<file path="src/rtl/trap_ctrl.sv">
// Trap sequencer between retirement, the CSR file and fetch redirect.
// Define TRAP_CTRL_WFI_EN to add WFI handling (WAIT state).
module trap_ctrl #(
  parameter int IRQ_SYNC_STAGES = 2
) (
  input  logic        clk,
  input  logic        reset,
  input  logic        ext_irq_raw,
  input  logic        tmr_irq_raw,
  input  logic        sw_irq_raw,
  output logic        external_interrupt,
  output logic        timer_interrupt,
  output logic        software_interrupt,
  input  logic        retire_valid,
  input  logic [31:0] retire_pc,
  input  logic [31:0] retire_next_pc,
  input  logic        retire_exc,
  input  logic [30:0] retire_cause,
  input  logic [31:0] retire_tval,
  input  logic        retire_mret,
  input  logic        retire_wfi,
  input  logic        interrupted,
  input  logic [31:0] trap_pc,
  input  logic [31:0] ret_pc,
  output logic        handle_trap,
  output logic        exit_trap,
  output logic        exception,
  output logic [30:0] exception_cause,
  output logic [31:0] trap_value,
  output logic [31:0] current_pc,
  output logic        redirect_valid,
  input  logic        redirect_ready,
  output logic [31:0] redirect_pc,
  output logic        stall
);

  typedef enum logic [1:0] {
    RUN,
    TRAP,
    RET
`ifdef TRAP_CTRL_WFI_EN
    , WAIT
`endif
  } state_t;

  state_t state;
  logic [IRQ_SYNC_STAGES-1:0] ext_sync, tmr_sync, sw_sync;
  logic take_exc, take_irq, take_mret;
`ifdef TRAP_CTRL_WFI_EN
  logic take_wfi, wake_trap, wake_run, irq_any;
  logic [31:0] wfi_pc;
`else
  logic unused_wfi;
  assign unused_wfi = retire_wfi;
`endif

  always_ff @(posedge clk or posedge reset) begin
    if (reset) begin
      ext_sync <= '0;
      tmr_sync <= '0;
      sw_sync  <= '0;
    end else begin
      ext_sync <= {ext_sync[IRQ_SYNC_STAGES-2:0], ext_irq_raw};
      tmr_sync <= {tmr_sync[IRQ_SYNC_STAGES-2:0], tmr_irq_raw};
      sw_sync  <= {sw_sync[IRQ_SYNC_STAGES-2:0], sw_irq_raw};
    end
  end

  assign external_interrupt = ext_sync[IRQ_SYNC_STAGES-1];
  assign timer_interrupt    = tmr_sync[IRQ_SYNC_STAGES-1];
  assign software_interrupt = sw_sync[IRQ_SYNC_STAGES-1];

  // Retirement decisions only happen in RUN; pulses are suppressed during reset.
  always_comb begin
    take_exc  = 1'b0;
    take_irq  = 1'b0;
    take_mret = 1'b0;
`ifdef TRAP_CTRL_WFI_EN
    take_wfi  = 1'b0;
    wake_trap = 1'b0;
    wake_run  = 1'b0;
    irq_any   = external_interrupt | timer_interrupt | software_interrupt;
`endif
    if (!reset) begin
      if (state == RUN && retire_valid) begin
        if (retire_exc)        take_exc  = 1'b1;
        else if (interrupted)  take_irq  = 1'b1;
        else if (retire_mret)  take_mret = 1'b1;
`ifdef TRAP_CTRL_WFI_EN
        else if (retire_wfi)   take_wfi  = 1'b1;
`endif
      end
`ifdef TRAP_CTRL_WFI_EN
      if (state == WAIT && irq_any) begin
        if (interrupted) wake_trap = 1'b1;
        else             wake_run  = 1'b1;
      end
`endif
    end
  end

`ifdef TRAP_CTRL_WFI_EN
  assign handle_trap = take_exc | take_irq | wake_trap;
`else
  assign handle_trap = take_exc | take_irq;
`endif
  assign exit_trap       = take_mret;
  assign exception       = take_exc;
  assign exception_cause = take_exc ? retire_cause : '0;
  assign trap_value      = take_exc ? retire_tval : '0;

  always_comb begin
    current_pc = '0;
    if (take_exc)      current_pc = retire_pc;
    else if (take_irq) current_pc = retire_next_pc;
`ifdef TRAP_CTRL_WFI_EN
    else if (wake_trap) current_pc = wfi_pc;
`endif
  end

  // redirect_pc is captured on entry so it stays stable under backpressure.
  always_ff @(posedge clk or posedge reset) begin
    if (reset) begin
      state       <= RUN;
      redirect_pc <= '0;
`ifdef TRAP_CTRL_WFI_EN
      wfi_pc      <= '0;
`endif
    end else begin
      if (handle_trap) begin
        state       <= TRAP;
        redirect_pc <= trap_pc;
      end else if (exit_trap) begin
        state       <= RET;
        redirect_pc <= ret_pc;
      end
`ifdef TRAP_CTRL_WFI_EN
      else if (take_wfi) begin
        state  <= WAIT;
        wfi_pc <= retire_next_pc;
      end else if (wake_run) begin
        state <= RUN;
      end
`endif
      else if ((state == TRAP || state == RET) && redirect_ready) begin
        state <= RUN;
      end
    end
  end

  assign redirect_valid = (state == TRAP) || (state == RET);
  assign stall          = (state != RUN);

endmodule

</file>
<file path="config.mk">
export PLATFORM = sky130hd
export DESIGN_NAME = trap_ctrl
export DESIGN_NICKNAME = d
export VERILOG_FILES = /design/src/rtl/trap_ctrl.sv
export SDC_FILE = /design/constraint.sdc
export NUM_CORES = 1
export LEC_CHECK = 0
export ABC_AREA = 0
export BUFFER_PORTS_ARGS = -buffer_cell sky130_fd_sc_hd__buf_2
export CORE_AREA = 2 2 132 134
export CTS_BUF_LIST = sky130_fd_sc_hd__clkbuf_8
export DETAILED_ROUTE_END_ITERATION = 16
export DIE_AREA = 0 0 134 136
export GPL_TIMING_DRIVEN = 0
export PLACE_DENSITY = 0.51
export SYNTH_ARGS = -nofsm -noshare
export SYNTH_HDL_FRONTEND = slang
export SYNTH_SLANG_ARGS = --single-unit
</file>
<file path="constraint.sdc">
create_clock -name clk -period 4.45 [get_ports clk]
set_input_delay 0.2225 -clock clk [delete_from_list [all_inputs] [get_ports clk]]
set_output_delay 0.2225 -clock clk [all_outputs]
set_load 0.01 [all_outputs]
</file>
==> impl_metrics.tcl <==
set metrics [dict create \
    status "complete, no violations" \
    grt_usage_pct 14.5 \
    clk_latency_ns 0.30 \
    dp_hpwl_um 12000 \
    avgSynthCellArea_um2 9.37 \
    slew_headroom_pct 65.5 \
    fp-row-count 48 \
    finalHoldViolCount 0 \
    use_met2_pct 24.1 \
    antenna_found_initial 0 \
    nets 836 \
    wl_um 14300 \
    core_area_um2 16900 \
    peakVddDrop_v 0.000165 \
    clockRootBuffer "clkbuf_8" \
    clock-skew-final_ns 0.00467 \
    grt_start_max_net_pins 25 \
    cts-resized-gates 0 \
    crit_path_frequent_cell "buf_2" \
    max_freq_mhz 376 \
    drtIter0Drc 96 \
    dr.pass1.iters 4 \
    syn_to_final_growth_pct 76.3 \
    min_period_ns 2.66 \
    top_usage_layer "met2" \
    rsz0062_at_grt "false" \
    grt_use_met1_pct 19.6 \
    cts.clk_slew.worst_paths_ns 0.09 \
    synth_nets 495 \
    p_leak_nw 2.89 \
    syn-cell-area_um2 2740 \
    synth_area_leader_cell "dfrtp_1" \
    io_buffers 332 \
    postRouteAntennaNets 0 \
    cts_buffers 5 \
    endpoint_kind "output port" \
    detail_route.wl_per_cell_um 16.7 \
    gp_congestion 0.746 \
    min_path_cells 1 \
    synthCells 292 \
    period_share_pct 59.7 \
    grt_pass1_wl_um 20300 \
    worstSetupPathDepth 7 \
    ys_seq_area_share_pct 36.6 \
    antennaDiodeCount 0 \
    vias_per_cell 4.26 \
    clockBufferDepth 2 \
    met3_usage_pct 3.02 \
    die_h_um 136 \
    ys_seq_elements 40 \
    slew_violations 0 \
    synth.distinct_cells 21 \
    hold_class "input pin to register" \
    fp.dieArea_um2 18200 \
    critPathTopFamily "buffers and inverters" \
    cap_violations 0 \
    cts.sinks 40 \
    power_mw 1.70 \
    hold_slack_ns 0.0244 \
    critPathMaxFanout 10 \
    cp.arrival_ns 2.44 \
    start_kind "input pin" \
    ys_top_cells_by_area "dfrtp_1, and3_1, a22o_1" \
    worst_slew_pin_slew_ns 0.518 \
    htreeDepth 2 \
    vias 3663 \
    grt_remaining_overflow 0 \
    final.setup.tns_ns 0 \
    r2r_cells 5 \
    initial_core_util_pct 16.2 \
    cp_slowest_stage_delay_ns 0.55 \
    critical_path_required_ns 4.23 \
    stdcell_area_um2 4820 \
    path_cells "dlygate4sd3_1 > buf_2 > nand3b_1 > nor2_2 > buf_2 > a22o_1 > buf_2" \
    layout-drive-gt1-share_pct 58.7 \
    path_buf_inv 4 \
    critPathKind "input pin to output port" \
    synth_top_area_share_pct 36.6 \
    place_area_um2 4700 \
    pwr_density_cell_nw_per_um2 353 \
    cts_tree "yes" \
    yosysWarnings 0 \
    grt_pass1_vias 3458 \
    setup_viol_count_final 0 \
    timing.final.ws_setup_ns 1.79 \
    die_w_um 134 \
    crit_slowest_cell "dlygate4sd3_1" \
    ios 337 \
    dp_slack_ns 2.07 \
    drc 0 \
]
-- cell usage after synthesis (all sizes together) --
cell     count
nor2         3
ha           1
nand2        3
o21a        32
a21oi        1
dfrtp       40
and3b        1
a31oi       32
and3        65
inv          5
o2bb2ai     32
a31o         1
o31ai        1
nand3b       1
buf         23
a22o        32
clkbuf      19
-- power breakdown --
part	switching, mW	total [mW]	internal [mW]	leakage, nW
combinational	0.422	0.805	0.383	2.34
clock	0.143	0.312	0.169	0.0548
sequential	0.0790	0.586	0.507	0.495
-- layout make-up --
class / instances / area [um^2]
clock inverter: 3 / 46.3
fill: 1858 / 12100
inverter: 5 / 18.8
buffer: 42 / 214
sequential: 40 / 1000
multi-input combinational: 205 / 1500
clock buffer: 5 / 68.8
timing repair buffer: 334 / 1690
tap: 225 / 282
-- per-stage QoR --
stage / std cells / utilization [%]
after floorplan: 292 / -
after global placement: 849 / 27.7
after detailed placement: 850 / 27.8
after CTS: 859 / 28.6
after global routing: 859 / 28.6
final: 859 / 28.6
-- kinds of logic (layout without fill, tap and decap cells) --
family          after synthesis  count (layout)  share of synthesized area [%]
fa+ha+maj                     1               1                          0.457
buf+inv                      47             389                           8.50
compound gates              131             131                           37.9
flops                        40              40                           36.6
simple gates                 73              73                           16.6
-- worst reg2reg max path, delay by kind of cell, from the launching register on --
kind                     cells  cell delay, ns
AND/OR/NAND/NOR              1            0.40
flip-flops                   1            0.36
buffers and inverters        2            0.49
adder cells (fa/ha/maj)      1            0.23
AO/OA/AOI/OAI                1            0.11
-- metal layers --
metal,up-vias,wire [um]
li1,1819,-
met1,1669,6410
met2,167,6850
met3,8,952
met4,0,114
met5,-,0
-- repair_timing --
item                      in CTS  in global routing
hold endpoints to repair      16                  0
hold buffers                   1                  0
buffers inserted               0                  0
-- worst paths after layout --
path | from | slack [ns] | end
worst max register to register | state[0] | 2.73 | redirect_pc[2]
worst min-delay path | tmr_irq_raw | 0.02 | tmr_sync[0]
worst max-delay path | reset | 1.79 | current_pc[7]
min in group asynchronous | reset | 0.49 | state[0]
max in group asynchronous | reset | 3.51 | redirect_pc[11]
worst min register to register | sw_sync[0] | 0.35 | sw_sync[1]
-- flip-flops by register name, summed over array words and instances, names as in the netlist --
signal and count:
redirect_pc 32, ext_sync 2, state 2, sw_sync 2
tmr_sync 2
-- placed cells by master (no fill, tap or decap) --
cell type,count
a31oi_1,32
a22o_1,32
inv_6,1
and3b_4,1
nand2_1,3
dfrtp_1,40
buf_2,348
clkbuf_8,5
buf_1,3
a31o_2,1
nor2_2,2
bufinv_16,1
clkbuf_2,5
nor2_1,1
o31ai_4,1
ha_1,1
inv_1,4
clkbuf_1,14
dlygate4sd3_1,1
buf_6,4
nand3b_1,1
a21oi_1,1
o21a_1,32
clkinvlp_4,1
buf_12,1
o2bb2ai_1,32
and3_1,65
inv_2,1
(Power assumes the default switching activity.)
